`src/rtl/mem_arbiter.sv`:
```
// mem_arbiter: round-robin arbiter granting NUM_CH channels access to a single
// memory command port, with one transaction outstanding at a time.
// Optional statistics counters are built when MEM_ARB_PERF_COUNT_EN is defined.
module mem_arbiter #(
  parameter int NUM_CH = 3,
  parameter int ADDR_W = 32,
  parameter int DATA_W = 32
) (
  input  logic                     clk,
  input  logic                     rst,
  input  logic [NUM_CH-1:0]        req_start,
  input  logic [NUM_CH-1:0]        req_write,
  input  logic [NUM_CH*ADDR_W-1:0] req_addr,
  input  logic [NUM_CH*DATA_W-1:0] req_wdata,
  input  logic [NUM_CH*DATA_W-1:0] req_wmask,
  output logic [NUM_CH-1:0]        req_ready,
  output logic [DATA_W-1:0]        rsp_rdata,
  output logic [NUM_CH-1:0]        rsp_valid,
  output logic                     mem_cmd_start,
  output logic                     mem_cmd_write,
  input  logic                     mem_cmd_ready,
  output logic [ADDR_W-1:0]        mem_addr,
  output logic [DATA_W-1:0]        mem_wdata,
  output logic [DATA_W-1:0]        mem_wmask,
  input  logic [DATA_W-1:0]        mem_rdata,
  input  logic                     mem_rdata_valid,
  input  logic                     halt
`ifdef MEM_ARB_PERF_COUNT_EN
  ,
  output logic [31:0]              perf_cycles,
  output logic [NUM_CH*32-1:0]     perf_grants
`endif
);

  localparam int IDX_W = $clog2(NUM_CH);

  typedef enum logic [1:0] {
    IDLE    = 2'd0,
    ISSUE   = 2'd1,
    WAIT_RD = 2'd2
  } state_t;

  state_t           state;
  state_t           state_nxt;
  logic [IDX_W-1:0] last_grant;
  logic [IDX_W-1:0] owner;
  logic [IDX_W-1:0] grant_idx;
  logic [IDX_W-1:0] cand;
  logic             grant_vld;
  logic             accept;

  // Rotating-priority search starting one past the last granted channel
  always_comb begin
    grant_vld = 1'b0;
    grant_idx = '0;
    cand      = '0;
    for (int i = 1; i <= NUM_CH; i++) begin
      cand = IDX_W'((int'(last_grant) + i) % NUM_CH);
      if (!grant_vld && req_start[cand]) begin
        grant_vld = 1'b1;
        grant_idx = cand;
      end
    end
  end

  // Grant is offered only while idle and not halted
  always_comb begin
    accept    = (state == IDLE) && !halt && grant_vld;
    req_ready = accept ? (NUM_CH'(1) << grant_idx) : '0;
  end

  // Next-state logic and command strobe
  always_comb begin
    state_nxt     = state;
    mem_cmd_start = 1'b0;
    case (state)
      IDLE: begin
        if (accept) state_nxt = ISSUE;
      end
      ISSUE: begin
        mem_cmd_start = 1'b1;
        if (mem_cmd_ready) state_nxt = mem_cmd_write ? IDLE : WAIT_RD;
      end
      WAIT_RD: begin
        if (mem_rdata_valid) state_nxt = IDLE;
      end
      default: state_nxt = IDLE;
    endcase
  end

  // State register
  always_ff @(posedge clk) begin
    if (rst) state <= IDLE;
    else     state <= state_nxt;
  end

  // Owner and round-robin pointer; reset pointer makes channel 0 first
  always_ff @(posedge clk) begin
    if (rst) begin
      last_grant <= IDX_W'(NUM_CH - 1);
      owner      <= '0;
    end else if (accept) begin
      last_grant <= grant_idx;
      owner      <= grant_idx;
    end
  end

  // Capture the granted channel's command fields; held until the next grant
  always_ff @(posedge clk) begin
    if (rst) begin
      mem_cmd_write <= 1'b0;
      mem_addr      <= '0;
      mem_wdata     <= '0;
      mem_wmask     <= '0;
    end else if (accept) begin
      mem_cmd_write <= req_write[grant_idx];
      mem_addr      <= req_addr[grant_idx*ADDR_W +: ADDR_W];
      mem_wdata     <= req_wdata[grant_idx*DATA_W +: DATA_W];
      mem_wmask     <= req_wmask[grant_idx*DATA_W +: DATA_W];
    end
  end

  // Read return: latch data and pulse the owner's valid one cycle later
  always_ff @(posedge clk) begin
    if (rst) begin
      rsp_valid <= '0;
      rsp_rdata <= '0;
    end else begin
      rsp_valid <= '0;
      if (state == WAIT_RD && mem_rdata_valid) begin
        rsp_valid <= NUM_CH'(1) << owner;
        rsp_rdata <= mem_rdata;
      end
    end
  end

`ifdef MEM_ARB_PERF_COUNT_EN
  // Statistics counters, frozen while halted, wrapping at 2^32
  always_ff @(posedge clk) begin
    if (rst) begin
      perf_cycles <= '0;
      perf_grants <= '0;
    end else if (!halt) begin
      perf_cycles <= perf_cycles + 32'd1;
      for (int i = 0; i < NUM_CH; i++) begin
        if (accept && grant_idx == IDX_W'(i))
          perf_grants[i*32 +: 32] <= perf_grants[i*32 +: 32] + 32'd1;
      end
    end
  end
`endif

endmodule

```
`config.mk`:
```
export PLATFORM = sky130hd
export DESIGN_NAME = mem_arbiter
export DESIGN_NICKNAME = d
export VERILOG_FILES = /design/src/rtl/mem_arbiter.sv
export SDC_FILE = /design/constraint.sdc
export NUM_CORES = 1
export LEC_CHECK = 0
export ABC_AREA = 1
export CAP_MARGIN = 5
export CORE_AREA = 3 3 179 181
export CTS_CLUSTER_DIAMETER = 80
export DETAILED_ROUTE_END_ITERATION = 12
export DIE_AREA = 0 0 182 184
export SLEW_MARGIN = 15
export SYNTH_ARGS = -nofsm -noshare
export SYNTH_HDL_FRONTEND = slang
export SYNTH_SLANG_ARGS = --single-unit
```
`constraint.sdc`:
```
create_clock -name clk -period 2.8 [get_ports clk]
set_input_delay 0.84 -clock clk [delete_from_list [all_inputs] [get_ports clk]]
set_output_delay 0.84 -clock clk [all_outputs]
set_load 0.01 [all_outputs]
```
==> metrics.cfg, run 1 <==
[status]
status = finished, violations left
violations = negative setup slack

[synthesis]
synthCells = 1313
synth-seq-area-share_pct = 34.5
async_reset_ff_share_pct = 0
syn_area_sq_um = 7940
synth-edff-count = 0
synth_area_per_cell_sq_um = 6.05
synth_flop_cell = dfxtp_1
yosysUniqueCellTypes = 25
ys_ff_latch = 137
yosysWarnings = 0
syn_nets = 1648

[power_and_ir_drop]
clockPowerShare_pct = 16.1
switching_share_pct = 48.1
irDropWorstVdd_mv = 0.873
cellLeakagePower_nw = 6.50
combPwrFrac_pct = 64.7
power.total_mw = 14.3
seqPwrFrac_pct = 19.1
p_per_area_nw_per_um2 = 1030
intPower_mw = 7.44
p_switching_mw = 6.89

[placed_design]
hpwlAfterDp_mm = 25.8
portBuffers = 466
gp_congestion = 0.880

[finish]
finalCoreUtilization_pct = 45.6
drive_above_1_share_pct = 8.03
nets = 2103
area_growth_pct = 75.8
layout_commonest_cell = clkdlybuf4s50_1
layout_common_cells = 459 x clkdlybuf4s50_1, 264 x inv_1, 262 x nand3_1, 232 x nand2_1
antennaDiodeCount = 0

[worst_setup_path]
crit_slowest_cell = dlygate4sd2_1
path_class = primary input to output pin
cpPeakStageDelay_ns = 0.25
r2r_cells = 21
critPathMaxFanout = 5
cp-start-kind = primary input
crit_required_ns = 1.96
end_kind = output pin
path_cells = dlygate4sd2_1, inv_2, o21ai_2, nand2_2, nand3_4, nor2_2, a31oi_1, inv_1, nor2_2, buf_2
critPathMostFrequentCell = nor2_2
cp.arrival_ns = 2.13

[grt]
grt_pass1_wl_mm = 54.9
grt_pass1_vias = 9627
grtUsageTotal_pct = 20.8
grt_max_degree = 75
grt_overflow = 0
antenna_found_initial = 0

[timing]
slew_headroom_pct = 47.1
finalHoldViolations = 0
min_period_ns = 2.97
worstMarginPinSlew_ns = 0.793
tns_ns = -0.475
grt_setup_unrepaired = yes
post-route-period-util_pct = 106
setup_ws_ns = -0.172
finalMaxSlewViolations = 0
max_freq_mhz = 336
setup_viol = 4
skew_ns = 0.00925

[route]
num_vias = 10050
drc = 0
viasPerCell = 4.62
ant_nets = 0
first_iter_violations = 484
firstDrtPassIters = 5
wl_per_cell_um = 16.8
drt_wl_total_mm = 36.7

[die]
dieArea_sq_um = 33500
die_y_um = 184
core_area_sq_um = 30600
ios = 467
rows = 64
start_util_pct = 26.0
die_w_um = 182

[worst_hold_path]
whs_path_depth = 2
hold_class = flip-flop to flip-flop

[clock_network]
cts_root_buffer = clkbuf_16
cts_sinks = 137
clockBufferDepth = 2
cts.htree.levels = 4
clk_pin_slew_ns = 0.07
numCtsBuffers = 17
clock_latency_ns = 0.42
cts_tree = built

[flow_run]
maxCapViolations = 0

## layer usage
metal  up-vias  global-route usage (%)  wire length, um  share of wire (%)
met5         -                       0                0                  0
met4         0                    6.98              934                2.5
met3        42                    7.02             3630                9.9
met2       434                    36.2            17700                 48
met1      4561                    23.9            14400                 39
li1       5013                       -                -                  -
## cell type report
type / count / area, sq um
Multi-Input combinational cell: 809 / 3890
Fill cell: 3155 / 16600
Clock inverter: 15 / 156
Clock buffer: 17 / 425
Inverter: 274 / 1030
Timing Repair Buffer: 529 / 5210
Sequential cell: 137 / 2750
Tap cell: 396 / 495
## repair_timing
item                                    CTS  global route
buffers inserted                         17             5
hold endpoints to repair                  0             0
resized for setup                        43            18
hold buffers                              0             0
pin swaps                                 9            10
endpoints found under the setup margin   65            66
## state kept, by name, indices dropped and copies added (netlist names)
name           count
mem_addr          32
mem_wmask         32
last_grant         2
owner              1
rsp_rdata         32
mem_wdata         32
mem_cmd_write      1
state              2
rsp_valid          3
## synthesized netlist by cell type (4+ instances only)
library cell  count  area share (%)
dfxtp_1         137              35
a21oi_1         136             8.6
nand2_1         236              11
inv_2             5            0.24
o21ai_0          72             4.5
nand2_2           5            0.39
buf_2            41             2.6
nor3_1            5            0.32
inv_1           269              13
nor2_1           72             3.4
clkbuf_1         41             1.9
buf_1             4            0.19
ha_1              4            0.63
buf_4             6            0.57
nand3_1         267              17
## cell families after synthesis
logic type	share of synthesized area, %
compound gates	13.6
fa+ha+maj	0.630
buf+inv	18.4
simple gates	32.9
flops	34.5
## worst paths after layout
check / from / end / slack, ns
max: req_start[2] / req_ready[1] / -0.17
min: owner[1] / rsp_valid[2] / 0.51
max reg2reg: last_grant[0] / last_grant[0] / -0.11
min reg2reg: owner[1] / rsp_valid[2] / 0.51
## power groups by stage
| stage | logic (mW) | clock network [mW] | registers, mW |
|---|---|---|---|
| detailed placement | 8.65 | 0 | 2.76 |
| floorplan | 4.98 | 0 | 2.98 |
| global route | 10.2 | 2.46 | 2.81 |
| CTS | 9.19 | 2.38 | 2.74 |
| global placement | 8.65 | 0 | 2.75 |
| finish | 9.27 | 2.31 | 2.74 |
## through the flow
step                      setup WS, ns  hold WS, ns  instance area, sq um  cells
after floorplan                 0.0132        0.437                  7970   1313
after global placement          -0.868        0.487                 13100   2123
after detailed placement        -0.895        0.492                 13100   2123
after CTS                       -0.192        0.518                 13900   2172
after global routing            -0.288        0.536                 14000   2177
final                           -0.172        0.508                 14000   2177
## critical path, delay by kind of cell
kind / cells / cell delay [ns]
buf+inv: 4 / 0.59
simple gates: 4 / 0.41
compound gates: 2 / 0.30
(Power assumes the default switching activity.)
==> inputs of run 2 (changes only) <==
--- a/config.mk
+++ b/config.mk
@@ -6,6 +6,7 @@
 export NUM_CORES = 1
 export LEC_CHECK = 0
 export ABC_AREA = 1
+export ABC_CLOCK_PERIOD_IN_PS = 2800
 export CAP_MARGIN = 5
 export CORE_AREA = 3 3 179 181
 export CTS_CLUSTER_DIAMETER = 80
@@ -15,3 +16,4 @@
 export SYNTH_ARGS = -nofsm -noshare
 export SYNTH_HDL_FRONTEND = slang
 export SYNTH_SLANG_ARGS = --single-unit
+export TNS_END_PERCENT = 5
==> run 2 against run 1 <==
Against the previous run:
- the run still ends with negative setup slack left
- clock skew rose by 0.00057 ns
- cell count did not move
- largest cell class unchanged
- critical path type unchanged
- setup slack barely moved
==> metrics.cfg, run 2 (synthesis gave the netlist of run 1 again) <==
[route]
ant_nets = 0  ; unchanged
first_iter_violations = 482  ; -0.41%
num_vias = 10053  ; +0.030%
wl_per_cell_um = 16.8  ; about the same
drc = 0  ; unchanged
firstDrtPassIters = 5  ; unchanged
drt_wl_total_mm = 36.7  ; about the same
viasPerCell = 4.62  ; about the same

[placed_design]
portBuffers = 466  ; unchanged
hpwlAfterDp_mm = 25.8  ; unchanged
gp_congestion = 0.880  ; unchanged
dp_slack_ns = -0.895  ; unchanged
post_dp_cell_area_sq_um = 13100  ; unchanged

[clock_network]
clockBufferDepth = 2  ; unchanged
cts_tree = built
clk_pin_slew_ns = 0.07  ; about the same
numCtsBuffers = 17  ; unchanged
cts_sinks = 137  ; unchanged
cts_hold_buf = 0  ; unchanged
clock_latency_ns = 0.42  ; about the same
cts_root_buffer = clkbuf_16
cts.htree.levels = 4  ; unchanged

[worst_setup_path]
cp_top_family = buffers and inverters
critPathMaxFanout = 5  ; unchanged
crit_slowest_cell = dlygate4sd2_1
cp-start-kind = primary input
end_kind = output pin
startpoint = req_start[2]
path_class = primary input to output pin
critPathBufInv = 4  ; unchanged
cp.arrival_ns = 2.13  ; about the same
cpPeakStageDelay_ns = 0.25  ; about the same
crit_required_ns = 1.96  ; about the same
reg2reg_from = last_grant[0]
path_cells = dlygate4sd2_1, inv_2, o21ai_2, nand2_2, nand3_4, nor2_2, a31oi_1, inv_1, nor2_2, buf_2
critPathMostFrequentCell = nor2_2

[grt]
grt_overflow = 0  ; unchanged
grtUsageTotal_pct = 20.8  ; unchanged
grt_pass1_wl_mm = 54.9  ; unchanged
grt_max_degree = 75  ; unchanged
antenna_found_initial = 0  ; unchanged
grt_pass1_vias = 9627  ; unchanged

[worst_hold_path]
worstHoldStart = owner[1]
hold_class = flip-flop to flip-flop

[timing]
min_period_ns = 2.97  ; -0.0000390 ns
setup_ws_ns = -0.172  ; +0.0000390 ns
worstMarginPinSlew_ns = 0.786  ; -0.00685 ns
post-route-period-util_pct = 106  ; about the same
whs_ns = 0.508  ; -0.000121 ns
grt_setup_unrepaired = yes
setup_viol = 4  ; unchanged
finalMaxSlewViolations = 0  ; unchanged
skew_ns = 0.00982  ; +0.000573 ns
max_freq_mhz = 336  ; about the same
slew_headroom_pct = 47.6  ; +0.46 points
finalHoldViolations = 0  ; unchanged

[die]
die_y_um = 184  ; unchanged
core_area_sq_um = 30600  ; unchanged
die_w_um = 182  ; unchanged
rows = 64  ; unchanged
ios = 467  ; unchanged
start_util_pct = 26.0  ; unchanged
dieArea_sq_um = 33500  ; unchanged

[power_and_ir_drop]
cellLeakagePower_nw = 6.50  ; unchanged
p_per_area_nw_per_um2 = 1030  ; about the same
irDropWorstVdd_mv = 0.871  ; -0.27%

[finish]
drive_above_1_share_pct = 8.03  ; unchanged
area_growth_pct = 75.8  ; unchanged
stdcell_area_sq_um = 14000  ; unchanged
nets = 2103  ; unchanged
antennaDiodeCount = 0  ; unchanged
layout_commonest_cell = clkdlybuf4s50_1
layout_common_cells = 459 x clkdlybuf4s50_1, 264 x inv_1, 262 x nand3_1, 232 x nand2_1
nFillCells = 3155  ; unchanged

[status]
status = finished, violations left
violations = negative setup slack

[flow_run]
maxCapViolations = 0  ; unchanged

-- run 2: cell counts in the layout (fill, tap and decap cells not counted) --
Identical to the previous run, type by type.
-- run 2: timing repair --
action                                  4_1_cts  5_1_grt
buffers inserted                             17        5
gates resized for setup                      43       18
endpoints found under the setup margin       65       66
pin swaps                                     9       10
-- run 2: final cells by class --
class,instances,area (sq um),share of cell area [%]
well taps,396,495,3.55
clock buffers,17,425,3.05
clock inverters,15,156,1.12
inverters,274,1030,7.40
repair buffers,529,5210,37.3
multi-input cells,809,3890,27.9
flip-flops and latches,137,2750,19.7
-- run 2: path summary, 6_finish.rpt --
check / to / depth (start not counted) / slack [ns]
worst max register to register: last_grant[0] / 21 / -0.11
worst max-delay path: req_ready[1] / 10 / -0.17
worst min-delay path: rsp_valid[2] / 2 / 0.51
worst min register to register: rsp_valid[2] / 2 / 0.51
-- run 2: power by group --
| part | total (mW) | switching (mW) | internal (mW) |
|---|---|---|---|
| combinational | 9.26 | 5.57 | 3.69 |
| clock | 2.32 | 1.05 | 1.27 |
| sequential | 2.74 | 0.259 | 2.48 |
| total | 14.3 | 6.88 | 7.44 |
-- run 2: worst min-delay path, stage by stage (launching register included) --
cell     delay, ns
dfxtp_1       0.30
inv_1         0.09
nor4_1        0.06
-- run 2: stage by stage --
step,setup TNS (ns),power (mW),std cells,util (%)
2_1_floorplan,0,7.96,1313,-
3_3_place_gp,-50.05,11.4,2123,42.7
3_5_place_dp,-54.44,11.4,2123,42.7
4_1_cts,-0.476,14.3,2172,45.3
5_1_grt,-0.942,15.4,2177,45.6
6_report,-0.475,14.3,2177,45.6
-- run 2: routing by layer --
metal,vias up,GRT usage (%),share of wire [%]
met4,0,6.98,2.5
met1,4560,23.9,39
met2,438,36.2,48
li1,5013,-,-
met5,-,0,0
met3,42,7.02,9.9
